==> src/rtl/pc_seq_ctrl.sv <==
// PC sequencing control: picks the next-PC source (trap, branch, jump, increment)
// and generates bubble/flush controls for load-use, instruction-memory and trap-drain stalls.
module pc_seq_ctrl #(
  parameter logic [31:0] TRAP_VEC = 32'h0000_0080,
  parameter int          LU_STALL = 1
) (
  input  logic        clk,
  input  logic        rst,
  input  logic [31:0] pc_in,
  input  logic        br_taken,
  input  logic [31:0] br_target,
  input  logic        jmp_valid,
  input  logic [31:0] jmp_target,
  input  logic        trap_req,
  input  logic        ld_use,
  input  logic        imem_ready,
  output logic        PCnewEnable,
  output logic [31:0] PCnew,
  output logic        bubble,
  output logic        flush_if,
  output logic        flush_id,
  output logic [31:0] epc,
  output logic [15:0] stall_cnt,
  output logic [1:0]  dbg_state
);

  typedef enum logic [1:0] {RUN, LU_WAIT, IMEM_WAIT, TRAP_DRAIN} state_t;

  localparam logic [2:0] LU_LOAD = 3'(LU_STALL - 1);

  state_t     state, state_nx;
  logic [2:0] lu_cnt, lu_cnt_nx;
  logic [1:0] drain_cnt, drain_cnt_nx;
  logic       trap_acc;

  assign dbg_state = state;

  // Outputs are a pure decode of state and inputs; everything is forced low in reset.
  always_comb begin
    PCnewEnable  = 1'b0;
    PCnew        = 32'h0;
    bubble       = 1'b0;
    flush_if     = 1'b0;
    flush_id     = 1'b0;
    trap_acc     = 1'b0;
    state_nx     = state;
    lu_cnt_nx    = lu_cnt;
    drain_cnt_nx = drain_cnt;
    if (rst) begin
      if (state == TRAP_DRAIN) begin
        flush_id = 1'b1;
        bubble   = !imem_ready;
        if (imem_ready) begin
          drain_cnt_nx = drain_cnt - 2'd1;
          if (drain_cnt == 2'd1) state_nx = RUN;
        end
      end else if (trap_req) begin
        PCnewEnable  = 1'b1;
        PCnew        = TRAP_VEC;
        flush_if     = 1'b1;
        flush_id     = 1'b1;
        trap_acc     = 1'b1;
        state_nx     = TRAP_DRAIN;
        drain_cnt_nx = 2'd2;
        lu_cnt_nx    = 3'd0;
      end else if (br_taken) begin
        PCnewEnable = 1'b1;
        PCnew       = br_target;
        flush_if    = 1'b1;
        flush_id    = 1'b1;
        state_nx    = RUN;
        lu_cnt_nx   = 3'd0;
      end else begin
        case (state)
          LU_WAIT: begin
            bubble    = 1'b1;
            flush_id  = 1'b1;
            lu_cnt_nx = lu_cnt - 3'd1;
            if (lu_cnt == 3'd1) state_nx = RUN;
          end
          IMEM_WAIT: begin
            // The fetch slot stays squashed until memory answers.
            if (!imem_ready) begin
              bubble   = 1'b1;
              flush_if = 1'b1;
            end else begin
              state_nx = RUN;
            end
          end
          default: begin
            if (jmp_valid) begin
              PCnewEnable = 1'b1;
              PCnew       = jmp_target;
              flush_if    = 1'b1;
            end else if (ld_use) begin
              bubble   = 1'b1;
              flush_id = 1'b1;
              if (LU_STALL > 1) begin
                lu_cnt_nx = LU_LOAD;
                state_nx  = LU_WAIT;
              end
            end else if (!imem_ready) begin
              bubble   = 1'b1;
              flush_if = 1'b1;
              state_nx = IMEM_WAIT;
            end
          end
        endcase
      end
    end
  end

  always_ff @(posedge clk) begin
    if (!rst) begin
      state     <= RUN;
      lu_cnt    <= 3'd0;
      drain_cnt <= 2'd0;
      epc       <= 32'h0;
      stall_cnt <= 16'h0;
    end else begin
      state     <= state_nx;
      lu_cnt    <= lu_cnt_nx;
      drain_cnt <= drain_cnt_nx;
      if (trap_acc) epc <= pc_in;
      if (bubble && stall_cnt != 16'hFFFF) stall_cnt <= stall_cnt + 16'd1;
    end
  end

endmodule

==> config.mk <==
export PLATFORM = sky130hd
export DESIGN_NAME = pc_seq_ctrl
export DESIGN_NICKNAME = d
export VERILOG_FILES = /design/src/rtl/pc_seq_ctrl.sv
export SDC_FILE = /design/constraint.sdc
export NUM_CORES = 1
export LEC_CHECK = 0
export ABC_AREA = 1
export BUFFER_PORTS_ARGS = -buffer_cell sky130_fd_sc_hd__buf_2
export CELL_PAD_IN_SITES_DETAIL_PLACEMENT = 1
export CELL_PAD_IN_SITES_GLOBAL_PLACEMENT = 1
export CORE_MARGIN = 5
export CORE_UTILIZATION = 29
export CTS_BUF_LIST = sky130_fd_sc_hd__clkbuf_16
export CTS_CLUSTER_DIAMETER = 40
export DETAILED_ROUTE_END_ITERATION = 6
export PLACE_DENSITY_LB_ADDON = 0.12
export RECOVER_POWER = 100
export SYNTH_ARGS = -nofsm -noshare
export SYNTH_HDL_FRONTEND = slang
export SYNTH_SLANG_ARGS = --single-unit
==> constraint.sdc <==
create_clock -name clk -period 1.8 [get_ports clk]
set_input_delay 0.18 -clock clk [delete_from_list [all_inputs] [get_ports clk]]
set_output_delay 0.18 -clock clk [all_outputs]
set_load 0.05 [all_outputs]
# ---- Word-level counts from Yosys, hierarchy flattened
# Cells that the tools add are included.
dict set report classes {
  n_addsub 3
  n_eq_ne 13
  muxes 54
  n_bitwise 1
  reduce_logical 8
}
# operator n
set op_table {}
lappend op_table {{32-bit two-way mux} 6}
lappend op_table {{1-bit two-way mux} 28}
lappend op_table {{2-bit two-way mux} 13}
lappend op_table {{16-bit by 1-bit adder with 16-bit output (second input constant)} 1}
lappend op_table {{16-bit inequality test (second input constant)} 1}
lappend op_table {{6-bit by 3-bit inequality test with 1-bit output (second input constant)} 2}
lappend op_table {{3-bit two-way mux} 3}
lappend op_table {{7-bit AND reduction} 1}
lappend op_table {{6-bit by 2-bit inequality test with 1-bit output (second input constant)} 1}
lappend op_table {{1-bit case mux with 2 select lines} 3}
lappend op_table {{5-bit inequality test (second input constant)} 1}
lappend op_table {{2-bit by 1-bit equality test with 1-bit output (second input constant)} 2}
lappend op_table {{2-bit equality test (second input constant)} 2}
lappend op_table {{4-bit inequality test (second input constant)} 1}
lappend op_table {{2-bit case mux with 2 select lines} 1}
lappend op_table {{2-bit AND reduction} 2}
lappend op_table {{3-bit by 1-bit equality test with 1-bit output (second input constant)} 1}
lappend op_table {{3-bit nonzero test} 1}
lappend op_table {{3-bit by 1-bit subtractor with 3-bit output (second input constant)} 1}
lappend op_table {{2-bit by 1-bit inequality test with 1-bit output (second input constant)} 1}
lappend op_table {{2-bit inequality test (second input constant)} 1}
lappend op_table {{2-bit nonzero test} 1}
lappend op_table {{2-bit OR reduction} 1}
lappend op_table {{2-bit by 1-bit subtractor with 2-bit output (second input constant)} 1}
lappend op_table {{3 further kinds} 3}
dict set report totals {
  register_bits 55
  word_cells 84
}

# ---- Logic depth before layout (Yosys ltp)
# Gate-level depths: netlist of the first run.
dict set report depth {
  word_depth 9
  ltp_mapped 12
  depth_no_buf 12
}

# ---- Worst setup path after synthesis of the first run
# Ideal clock, no wire load.
dict set report synth_path {
  path_kind {register -> output}
  startpoint {register state[0], in the netlist dbg_state[0]}
  endpoint {output port PCnew[7]}
  arrival_ps 2537
  required_time_ps 1620
  path_slack_ps -917
  stages_incl_launch_ff 8
  path_cell_list {dfxtp_1 inv_1 ha_1 inv_1 nor2_1 buf_2 nand3_1 a21oi_1}
}
dict set report synth_between {
  elab_chain_len 7
  elab_cells_between_ends 9
  cone_classes {3 x eq/ne; 5 x mux; 1 x reduce/logical}
}
# item line_no
set synth_rtl {}
lappend synth_rtl {{from (decl)} 31} ;# state_t state, state_nx;
lappend synth_rtl {{from (signal assigned)} 121} ;# state <= state_nx;
lappend synth_rtl {{2-bit equality test or 2-bit by 1-bit equality test with 1-bit output (tied branches)} 74} ;# case (state)
lappend synth_rtl {{2-bit OR reduction (no line)} -}
lappend synth_rtl {{32-bit two-way mux} 74}
lappend synth_rtl {{32-bit two-way mux} 66} ;# end else if (br_taken) begin
lappend synth_rtl {{32-bit two-way mux} 57} ;# end else if (trap_req) begin
lappend synth_rtl {{32-bit two-way mux (*)} 50} ;# if (state == TRAP_DRAIN) begin
lappend synth_rtl {{32-bit two-way mux (*)} 49} ;# if (rst) begin
lappend synth_rtl {{to (decl)} 18} ;# output logic [31:0] PCnew,
# Mark *: on every way between the ends. The rest lies on a longest branch, timed or not.

# ---- Worst setup path in the final report of the first run
dict set report layout_path {
  startpoint {register state[0], in the netlist dbg_state[0]}
  endpoint {output port PCnew[9]}
}
# Same word-level chain as after synthesis.

==> metrics.yaml, run 1 <==
outcome:
  status: "finished with violations"
  failed_checks: "setup timing"
timing:
  timing.fmax_mhz: 503.6
  fin_crit_sh_pct: 110.3
  hold_violations: 0
  period_minus_slack_ps: 1986
  layout_setup_ws_ps: -185.6
  relSlewSlack_pct: 20.46
  slew_violations: 0
  tightest_slew_ps: 1193
  setup_viol: 38
  grt_setup_unrepaired: "true"
  clock_skew_ps: 12.39
run:
  drv_cap: 0
route:
  drt_wl_total_um: 12480
  post_drt_wl_per_cell_um: 15.77
  drtIter0Drc: 134
  drtAntennaViolNets: 0
  via_per_inst: 4.953
  vias: 3918
  dr.pass1.iters: 5
  route.detailed.drc: 0
layout:
  multi_input_area_um2: 2282
  final_area_um2: 5343
  num_antenna_cells: 0
  final_cell_mix: "103 x buf_2, 77 x nand2_1, 66 x nand3_1"
  ff_latch_area_um2: 1111
  area_growth_syn_to_layout_pct: 66.34
  final_cells: 791
  drive_gt1_share_pct: 43.01
  final_common_cell: "buf_2"
  fillers: 1370
  nNetsFinal: 760
grt:
  first_global_vias: 4031
  grt_remaining_overflow: 0
  antenna_found_initial: 0
  grt_pass1_wl_um: 19330
  grt_max_degree: 65
  grt_usage_pct: 17.68
worst_setup_path:
  cpMaxStageDelayCell: "dfxtp_4"
  crit_path_end: "PCnew[9]"
  rr_worst_depth: 13
  r2r_end: "stall_cnt[9]"
  startpoint: "dbg_state[0]"
  rrSetupSlack_ps: -10
  setup.worst_path.class: "flop to primary output"
  critPathCaptureType: "primary output"
  cp.arrival_ps: 1810
  crit_required_ps: 1620
  crit_chain: "inv_4 -> ha_4 -> inv_4 -> nor2_4 -> buf_12 -> a32oi_1 -> nor2_4 -> buf_6"
  slowest_delay_ps: 370
  rr_startpoint: "dbg_state[0]"
  worst_setup_path_start_kind: "flop"
  critPathMaxFanout: 21
clock_tree:
  cts_buffers: 5
  clk_latency_ps: 300
  cts_tree: "done"
  cts.sinks: 55
  h-tree-depth: 2
  cts_hold_buf: 0
  cts.path.max_buffers: 2
  cts.reportedPaths.clkPinSlew_ps: 80
  cts_root_buf: "clkbuf_16"
placement:
  dp_hpwl_um: 9250
  gp_congestion: 0.7524
  detailed_place.area_um2: 4690
  port_buffers: 188
  dp_cells: 769
power_and_ir_drop:
  total_power_uw: 3754
  leakage_uw: 0.002276
  ir_drop_v: 0.0003939
  p_per_area_nw_per_um2: 702.6
synth:
  ys_seq_elements: 55
  synth_edf_count: 0
  synth_cells: 451
  synth_nets: 561
  syn_avg_cell_area_um2: 7.122
  async_flop_share_pct: 0
  synth_cell_types: 34
  yosysSeqAreaShare_pct: 34.28
  ys_warn_count: 0
  ys.flop_type: "dfxtp_1"
  synth_area_um2: 3212
floorplan:
  die_area_um2: 13280
  chipWidth_um: 115.2
  core_um2: 10840
  die_h_um: 115.2
  ios: 189
  initial_core_util_pct: 29.63
  rows: 38
min_path:
  min_path_type: "input port to flop"
==> worst max-delay path: cells and delay by family, from the launching register on <==
kind | cells | cell delay (ps)
compound gates | 1 | 160
fa+ha+maj | 1 | 280
buf+inv | 4 | 420
flops | 1 | 370
simple gates | 2 | 260
==> metal layers <==
| layer | wire, um | GRT usage [%] | share of wire [%] |
|---|---|---|---|
| met1 | 5152 | 21.22 | 41 |
| met2 | 6132 | 30.86 | 49 |
| met3 | 912 | 4.842 | 7.3 |
| met4 | 279 | 5.086 | 2.2 |
| met5 | 0 | 0 | 0 |
==> cells by family after synthesis <==
| logic type | Yosys count | synth area share, % |
|---|---|---|
| XOR/XNOR | 8 | 2.182 |
| buffers and inverters | 59 | 7.947 |
| AO/OA/AOI/OAI | 68 | 15.78 |
| adder cells (fa/ha/maj) | 7 | 2.727 |
| AND/OR/NAND/NOR | 254 | 37.09 |
| flip-flops | 55 | 34.28 |
==> cells in the mapped netlist (7+ instances only) <==
cell type / number / share of area (%)
buf_2: 8 / 1.2
ha_1: 7 / 2.7
nand2_2: 11 / 2.1
dfxtp_1: 55 / 34
nor2_1: 63 / 7.4
nand3_1: 67 / 10
o21ai_0: 10 / 1.6
inv_1: 25 / 2.9
nand4_1: 10 / 1.9
a21oi_1: 11 / 1.7
a21oi_2: 10 / 2.7
a32oi_1: 31 / 8.5
nand2_1: 86 / 10
clkbuf_1: 19 / 2.2
==> state kept, by name, indices dropped and copies added, names as in the netlist <==
register / count
dbg_state: 2
drain_cnt: 2
epc: 32
lu_cnt: 3
stall_cnt: 16
==> metrics by stage <==
stage	hold WS [ps]	util [%]	TNS, ps	worst slack [ps]
after floorplan	314.9	-	-66.39	-66.39
after global placement	401.0	43.26	0	48.33
after detailed placement	410.4	43.26	-8.662	-8.662
after CTS	99.18	48.37	-4915	-158.6
after global routing	103.6	49.28	-8533	-261.1
final	97.40	49.28	-4876	-185.6
==> area by class of cell <==
cell class                 count  area share [%]
inverter                      29           2.201
timing repair buffer         221           27.82
sequential                    55           20.80
clock inverter                 3          0.8431
tap                          140           3.279
clock buffer                   5           2.342
multi-input combinational    338           42.72
==> power by group <==
group | internal, uW | switching (uW)
Sequential | 1280 | 38.9
Clock | 663 | 479
Combinational | 453 | 840
Total | 2400 | 1360
==> how the worst min path moves through the flow <==
stage | depth (start not counted) | to | start
final | 3 | epc[21] | pc_in[21]
after global routing | 3 | epc[21] | pc_in[21]
after CTS | 3 | epc[12] | pc_in[12]
after detailed placement | 3 | epc[7] | pc_in[7]
after global placement | 3 | epc[27] | pc_in[27]
after floorplan | 2 | epc[28] | pc_in[28]
==> timing repair <==
item	CTS	global route
setup endpoints to repair	36	52
resized for setup	93	30
pin swaps	8	10
gates cloned	0	1
setup buffers	9	6
endpoints found under the hold margin	0	0
Power figures use the tool's default switching activity.
==> run 2, diff against run 1 <==
--- a/config.mk
+++ b/config.mk
@@ -9,6 +9,7 @@
 export BUFFER_PORTS_ARGS = -buffer_cell sky130_fd_sc_hd__buf_2
 export CELL_PAD_IN_SITES_DETAIL_PLACEMENT = 1
 export CELL_PAD_IN_SITES_GLOBAL_PLACEMENT = 1
+export CORE_ASPECT_RATIO = 1.4
 export CORE_MARGIN = 5
 export CORE_UTILIZATION = 29
 export CTS_BUF_LIST = sky130_fd_sc_hd__clkbuf_16
==> run 2 against run 1 <==
Net effect: the flow still finishes with violations (setup timing); critical path depth unchanged; largest cell class unchanged; utilization down 0.44 points; highest routed layer unchanged; count of clock-buffer cells in the layout unchanged; final cell count down 0.38%; global-route usage up 0.42 points; critical path type unchanged; via count up 0.92%; critical endpoint is now PCnew[8]; clock skew down 8.1 ps; flip-flop and latch count unchanged.
==> metrics.yaml, run 2 (synthesis gave the netlist of run 1 again) <==
floorplan:
  core_um2: 10870  # +0.24%
  die_area_um2: 13310  # +0.22%
  initial_core_util_pct: 29.56  # -0.072 points
  rows: 45  # +18%
  ios: 189  # unchanged
  die_h_um: 134.5  # +17%
  chipWidth_um: 98.95  # -14%
min_path:
  hold_path_depth: 3  # unchanged
  min_path_type: "input port to flop"
  holdCritStartpoint: "pc_in[18]"
worst_setup_path:
  critPathMaxFanout: 16  # -24%
  startpoint: "dbg_state[0]"
  cp.arrival_ps: 1830  # +20 ps
  worst_setup_path_start_kind: "flop"
  slowest_delay_ps: 370  # about the same
  critPathCaptureType: "primary output"
  cpMaxStageDelayCell: "dfxtp_4"
  rr_worst_depth: 13  # unchanged
  crit_chain: "inv_4 -> ha_4 -> inv_4 -> nor2_4 -> clkbuf_16 -> a32oi_1 -> nor2_4 -> buf_8"
  setup.worst_path.class: "flop to primary output"
  crit_required_ps: 1620  # about the same
  rr_startpoint: "dbg_state[0]"
route:
  drt_wl_total_um: 12950  # +3.8%
  post_drt_wl_per_cell_um: 16.44  # +4.2%
  vias: 3954  # +0.92%
  via_per_inst: 5.018  # +1.3%
  drtIter0Drc: 87  # -35%
  route.detailed.drc: 0  # unchanged
  dr.pass1.iters: 4  # -1
  drtAntennaViolNets: 0  # unchanged
timing:
  relSlewSlack_pct: 58.06  # +38 points
  setup_viol: 41  # +7.9%
  layout_setup_ws_ps: -213.0  # -27.43 ps
  timing.fmax_mhz: 496.8  # -1.4%
  period_minus_slack_ps: 2013  # +27.43 ps
  fin_crit_sh_pct: 111.8  # +1.5 points
  hold_violations: 0  # unchanged
  clock_skew_ps: 4.279  # -8.110 ps
  grt_setup_unrepaired: "true"
  slew_violations: 0  # unchanged
  tightest_slew_ps: 631.8  # -561.3 ps
clock_tree:
  cts_buffers: 5  # unchanged
  h-tree-depth: 2  # unchanged
  cts.path.max_buffers: 2  # unchanged
  cts_root_buf: "clkbuf_16"
  cts_tree: "done"
  clk_latency_ps: 290  # about the same
  cts.reportedPaths.clkPinSlew_ps: 70  # about the same
  cts.sinks: 55  # unchanged
grt:
  grt_max_degree: 65  # unchanged
  grt_usage_pct: 18.10  # +0.42 points
  first_global_vias: 4033  # +0.050%
  antenna_found_initial: 0  # unchanged
  grt_remaining_overflow: 0  # unchanged
  grt_pass1_wl_um: 20260  # +4.8%
layout:
  drive_gt1_share_pct: 43.59  # +0.58 points
  num_antenna_cells: 0  # unchanged
  final_cell_mix: "119 x buf_2, 85 x nand2_1, 66 x nand3_1"
  nNetsFinal: 757  # -0.39%
  largest_reg_flops: 32  # unchanged
  top_register: "epc"
  area_growth_syn_to_layout_pct: 65.25
  final_common_cell: "buf_2"
  top_regs: "epc: 32 flops, stall_cnt: 16 flops, lu_cnt: 3 flops"
placement:
  dp_hpwl_um: 9533  # +3.1%
  gp_congestion: 0.8863  # +18%
  port_buffers: 188  # unchanged
  place_ws_ps: -20.79  # -12.13 ps
power_and_ir_drop:
  total_power_uw: 3693  # -1.6%
  p_per_area_nw_per_um2: 695.7  # -0.98%
  ir_drop_v: 0.0005596  # +42%
  leakage_uw: 0.002324  # +2.1%
outcome:
  failed_checks: "setup timing"
  status: "finished with violations"
run:
  drv_cap: 0  # unchanged
-- run 2: cell count changes in the layout (fill, tap and decap cells not counted), moves of 3 or more --
| cell | delta |
|---|---|
| buf_6 | -5 |
| nor2_2 | +3 |
| buf_2 | +16 |
| nand2_1 | +8 |
| nand2_2 | -8 |
| a32oi_1 | +3 |
| a32oi_2 | -3 |
| clkbuf_1 | -16 |
| buf_8 | +4 |
-- run 2: layout make-up --
| cell class | count | area, um2 |
|---|---|---|
| inverter | 29 | 117.6 |
| multi-input combinational | 337 | 2213 |
| fill | 1355 | 5559 |
| sequential | 55 | 1111 |
| tap | 141 | 176.4 |
| clock inverter | 2 | 33.78 |
| clock buffer | 5 | 125.1 |
| timing repair buffer | 219 | 1530 |
-- run 2: path summary, 6_finish.rpt --
check | endpoint | slack [ps]
max | PCnew[8] | -210
min | epc[18] | 110
max reg2reg | stall_cnt[6] | -10
min reg2reg | epc[23] | 470
-- run 2: critical path, delay by kind of cell, from the launching register on --
kind / cells / cell delay, ps
buf+inv: 4 / 450
flops: 1 / 370
simple gates: 2 / 310
fa+ha+maj: 1 / 270
compound gates: 1 / 130
-- run 2: power by group --
part / leakage, uW / switching [uW] / internal, uW
registers: 0.000453 / 37.9 / 1280
logic: 0.00179 / 835 / 449
clock network: 0.0000811 / 445 / 645
-- run 2: per-layer routing --
layer / GRT usage [%] / part of all wire [%] / routed length, um
met4: 3.948 / 1.1 / 136
met5: 0 / 0 / 0
met2: 33.18 / 51 / 6659
met3: 5.323 / 9.5 / 1229
met1: 20.53 / 38 / 4926
-- run 2: timing repair --
action	4_1_cts	5_1_grt
buffers inserted	2	8
cloned	0	2
gates resized for setup	75	35
pin swaps	4	4
hold buffers	0	0
setup endpoints to repair	36	51
-- run 2: through the flow --
stage	hold WS, ps	util (%)	setup TNS [ps]	instances	instance area (um2)
final	107.2	48.84	-6474	788	5308
after CTS	101.1	46.74	-6795	779	5079
after floorplan	314.9	-	-66.39	451	3513
after global routing	121.2	48.84	-10390	788	5308
after detailed placement	410.2	42.94	-20.79	770	4666
after global placement	402.8	42.94	0	770	4666
==> run 3, diff against run 2 <==
--- a/config.mk
+++ b/config.mk
@@ -17,6 +17,7 @@
 export DETAILED_ROUTE_END_ITERATION = 6
 export PLACE_DENSITY_LB_ADDON = 0.12
 export RECOVER_POWER = 100
+export SETUP_SLACK_MARGIN = 0.5
 export SYNTH_ARGS = -nofsm -noshare
 export SYNTH_HDL_FRONTEND = slang
 export SYNTH_SLANG_ARGS = --single-unit
==> run 3 against run 2 <==
Net effect: the run still ends with setup timing left; largest power group is now combinational cells; utilization grew 2.3 points; setup slack improved by 11 ps; maximum frequency grew 0.56%; cell area up 4.8%; first-iteration DRC count down 1.1%; clock power down 8%; critical endpoint is now PCnew[14]; largest cell class unchanged.
==> metrics.yaml, run 3 (synthesis gave the netlist of run 1 again) <==
outcome:
  status: "finished with violations"
  failed_checks: "setup timing"
timing:
  holdWs_ps: 97.78  # -9.427 ps
  timing.fmax_mhz: 499.5  # +0.56%
  tightest_slew_ps: 669.0  # +37.15 ps
  period_minus_slack_ps: 2002  # -11.13 ps
  relSlewSlack_pct: 55.59  # -2.5 points
  slew_violations: 0  # unchanged
  fin_crit_sh_pct: 111.2  # -0.62 points
  hold_violations: 0  # unchanged
  grt_setup_unrepaired: "true"
  setup_viol: 52  # +27%
  layout_setup_ws_ps: -201.9  # +11.13 ps
  clock_skew_ps: 6.463  # +2.183 ps
route:
  drt_wl_total_um: 13360  # +3.2%
  route.detailed.drc: 0  # unchanged
  vias: 4037  # +2.1%
  drtIter0Drc: 86  # -1.1%
  via_per_inst: 5.040  # +0.44%
  dr.pass1.iters: 4  # unchanged
  post_drt_wl_per_cell_um: 16.68  # +1.5%
  drtAntennaViolNets: 0  # unchanged
run:
  drv_cap: 0  # unchanged
clock_tree:
  cts_root_buf: "clkbuf_16"
  cts_tree: "done"
  cts.sinks: 55  # unchanged
  cts_buffers: 5  # unchanged
  h-tree-depth: 2  # unchanged
  cts.reportedPaths.clkPinSlew_ps: 80  # about the same
  clk_latency_ps: 290  # about the same
  cts.path.max_buffers: 2  # unchanged
layout:
  final_cells: 801  # +1.6%
  final_area_um2: 5562  # +4.8%
  final_cell_mix: "102 x buf_2, 72 x nand2_1, 62 x nand3_1"
  num_antenna_cells: 0  # unchanged
  nNetsFinal: 769  # +1.6%
  drive_gt1_share_pct: 46.21  # +2.6 points
  area_growth_syn_to_layout_pct: 73.16
  final_common_cell: "buf_2"
  top_regs: "epc: 32 flops, stall_cnt: 16 flops, lu_cnt: 3 flops"
  largest_reg_flops: 32  # unchanged
  top_register: "epc"
placement:
  dp_cells: 776  # +0.78%
  dp_hpwl_um: 9715  # +1.9%
  gp_congestion: 0.9222  # +4.1%
  port_buffers: 188  # unchanged
  detailed_place.area_um2: 4877  # +4.5%
grt:
  first_global_vias: 4313  # +6.9%
  grt_pass1_wl_um: 21090  # +4.1%
  grt_max_degree: 65  # unchanged
  antenna_found_initial: 0  # unchanged
  grt_usage_pct: 19.04  # +0.94 points
  grt_remaining_overflow: 0  # unchanged
worst_setup_path:
  setup.worst_path.class: "flop to primary output"
  worst_setup_path_start_kind: "flop"
  critPathCaptureType: "primary output"
  critPathMaxFanout: 23  # +7
  crit_required_ps: 1620  # about the same
  cp.arrival_ps: 1820  # about the same
floorplan:
  core_um2: 10870  # unchanged
  die_h_um: 134.5  # unchanged
  rows: 45  # unchanged
  ios: 189  # unchanged
  chipWidth_um: 98.95  # unchanged
  die_area_um2: 13310  # unchanged
  initial_core_util_pct: 29.56  # unchanged
min_path:
  min_path_type: "input port to flop"
power_and_ir_drop:
  ir_drop_v: 0.0006242  # +12%
  leakage_uw: 0.002366  # +1.8%
  p_per_area_nw_per_um2: 667.0  # -4.1%
[run 3: final cells by class]
type / instances / area [um2]
inverter: 29 / 133.9
tap: 141 / 176.4
clock buffer: 5 / 125.1
multi-input combinational: 337 / 2349
fill: 1358 / 5305
clock inverter: 3 / 21.27
timing repair buffer: 231 / 1628
sequential: 55 / 1129
[run 3: through the flow]
step	util [%]	setup TNS (ps)	setup slack (ps)	total power (uW)
after floorplan	-	0	29.10	2163
after CTS	50.86	-5422	-182.8	3707
final	51.18	-6520	-201.9	3709
after global routing	51.18	-12430	-301.7	3900
after detailed placement	44.88	0	28.40	2516
after global placement	44.88	0	70.80	2490
[run 3: timing repair]
action                     4_1_cts  5_1_grt
resized for setup              104       21
gates cloned                     2        1
pin swaps                        7       15
setup endpoints to repair       88       90
buffers inserted                10        4
hold buffers                     0        0
[run 3: worst max-delay path: stages (launching register included)]
cell	delay [ps]
dfxtp_4	370
inv_4	40
ha_4	280
inv_4	40
nor2_4	150
buf_12	180
a32oi_1	160
nor2_4	140
buf_6	160
[run 3: final timing paths]
kind	start	to	slack, ps	cells after the start
min	pc_in[22]	epc[22]	100	3
min reg2reg	epc[6]	epc[6]	460	2
max reg2reg	dbg_state[0]	stall_cnt[0]	-50	14
max	dbg_state[0]	PCnew[14]	-200	8
[run 3: layer usage]
metal | global-route usage [%] | up-vias | wire length [um]
li1 | - | 1954 | -
met1 | 20.73 | 1929 | 5078
met2 | 36.47 | 138 | 7078
met3 | 4.341 | 16 | 914
met4 | 4.935 | 0 | 286
met5 | 0 | - | 0
[run 3: power by group]
group | leakage, uW | internal [uW] | switching, uW
clock | 0.0000722 | 523 | 475
sequential | 0.000459 | 1280 | 38.9
combinational | 0.00183 | 514 | 881
total | 0.00237 | 2310 | 1390
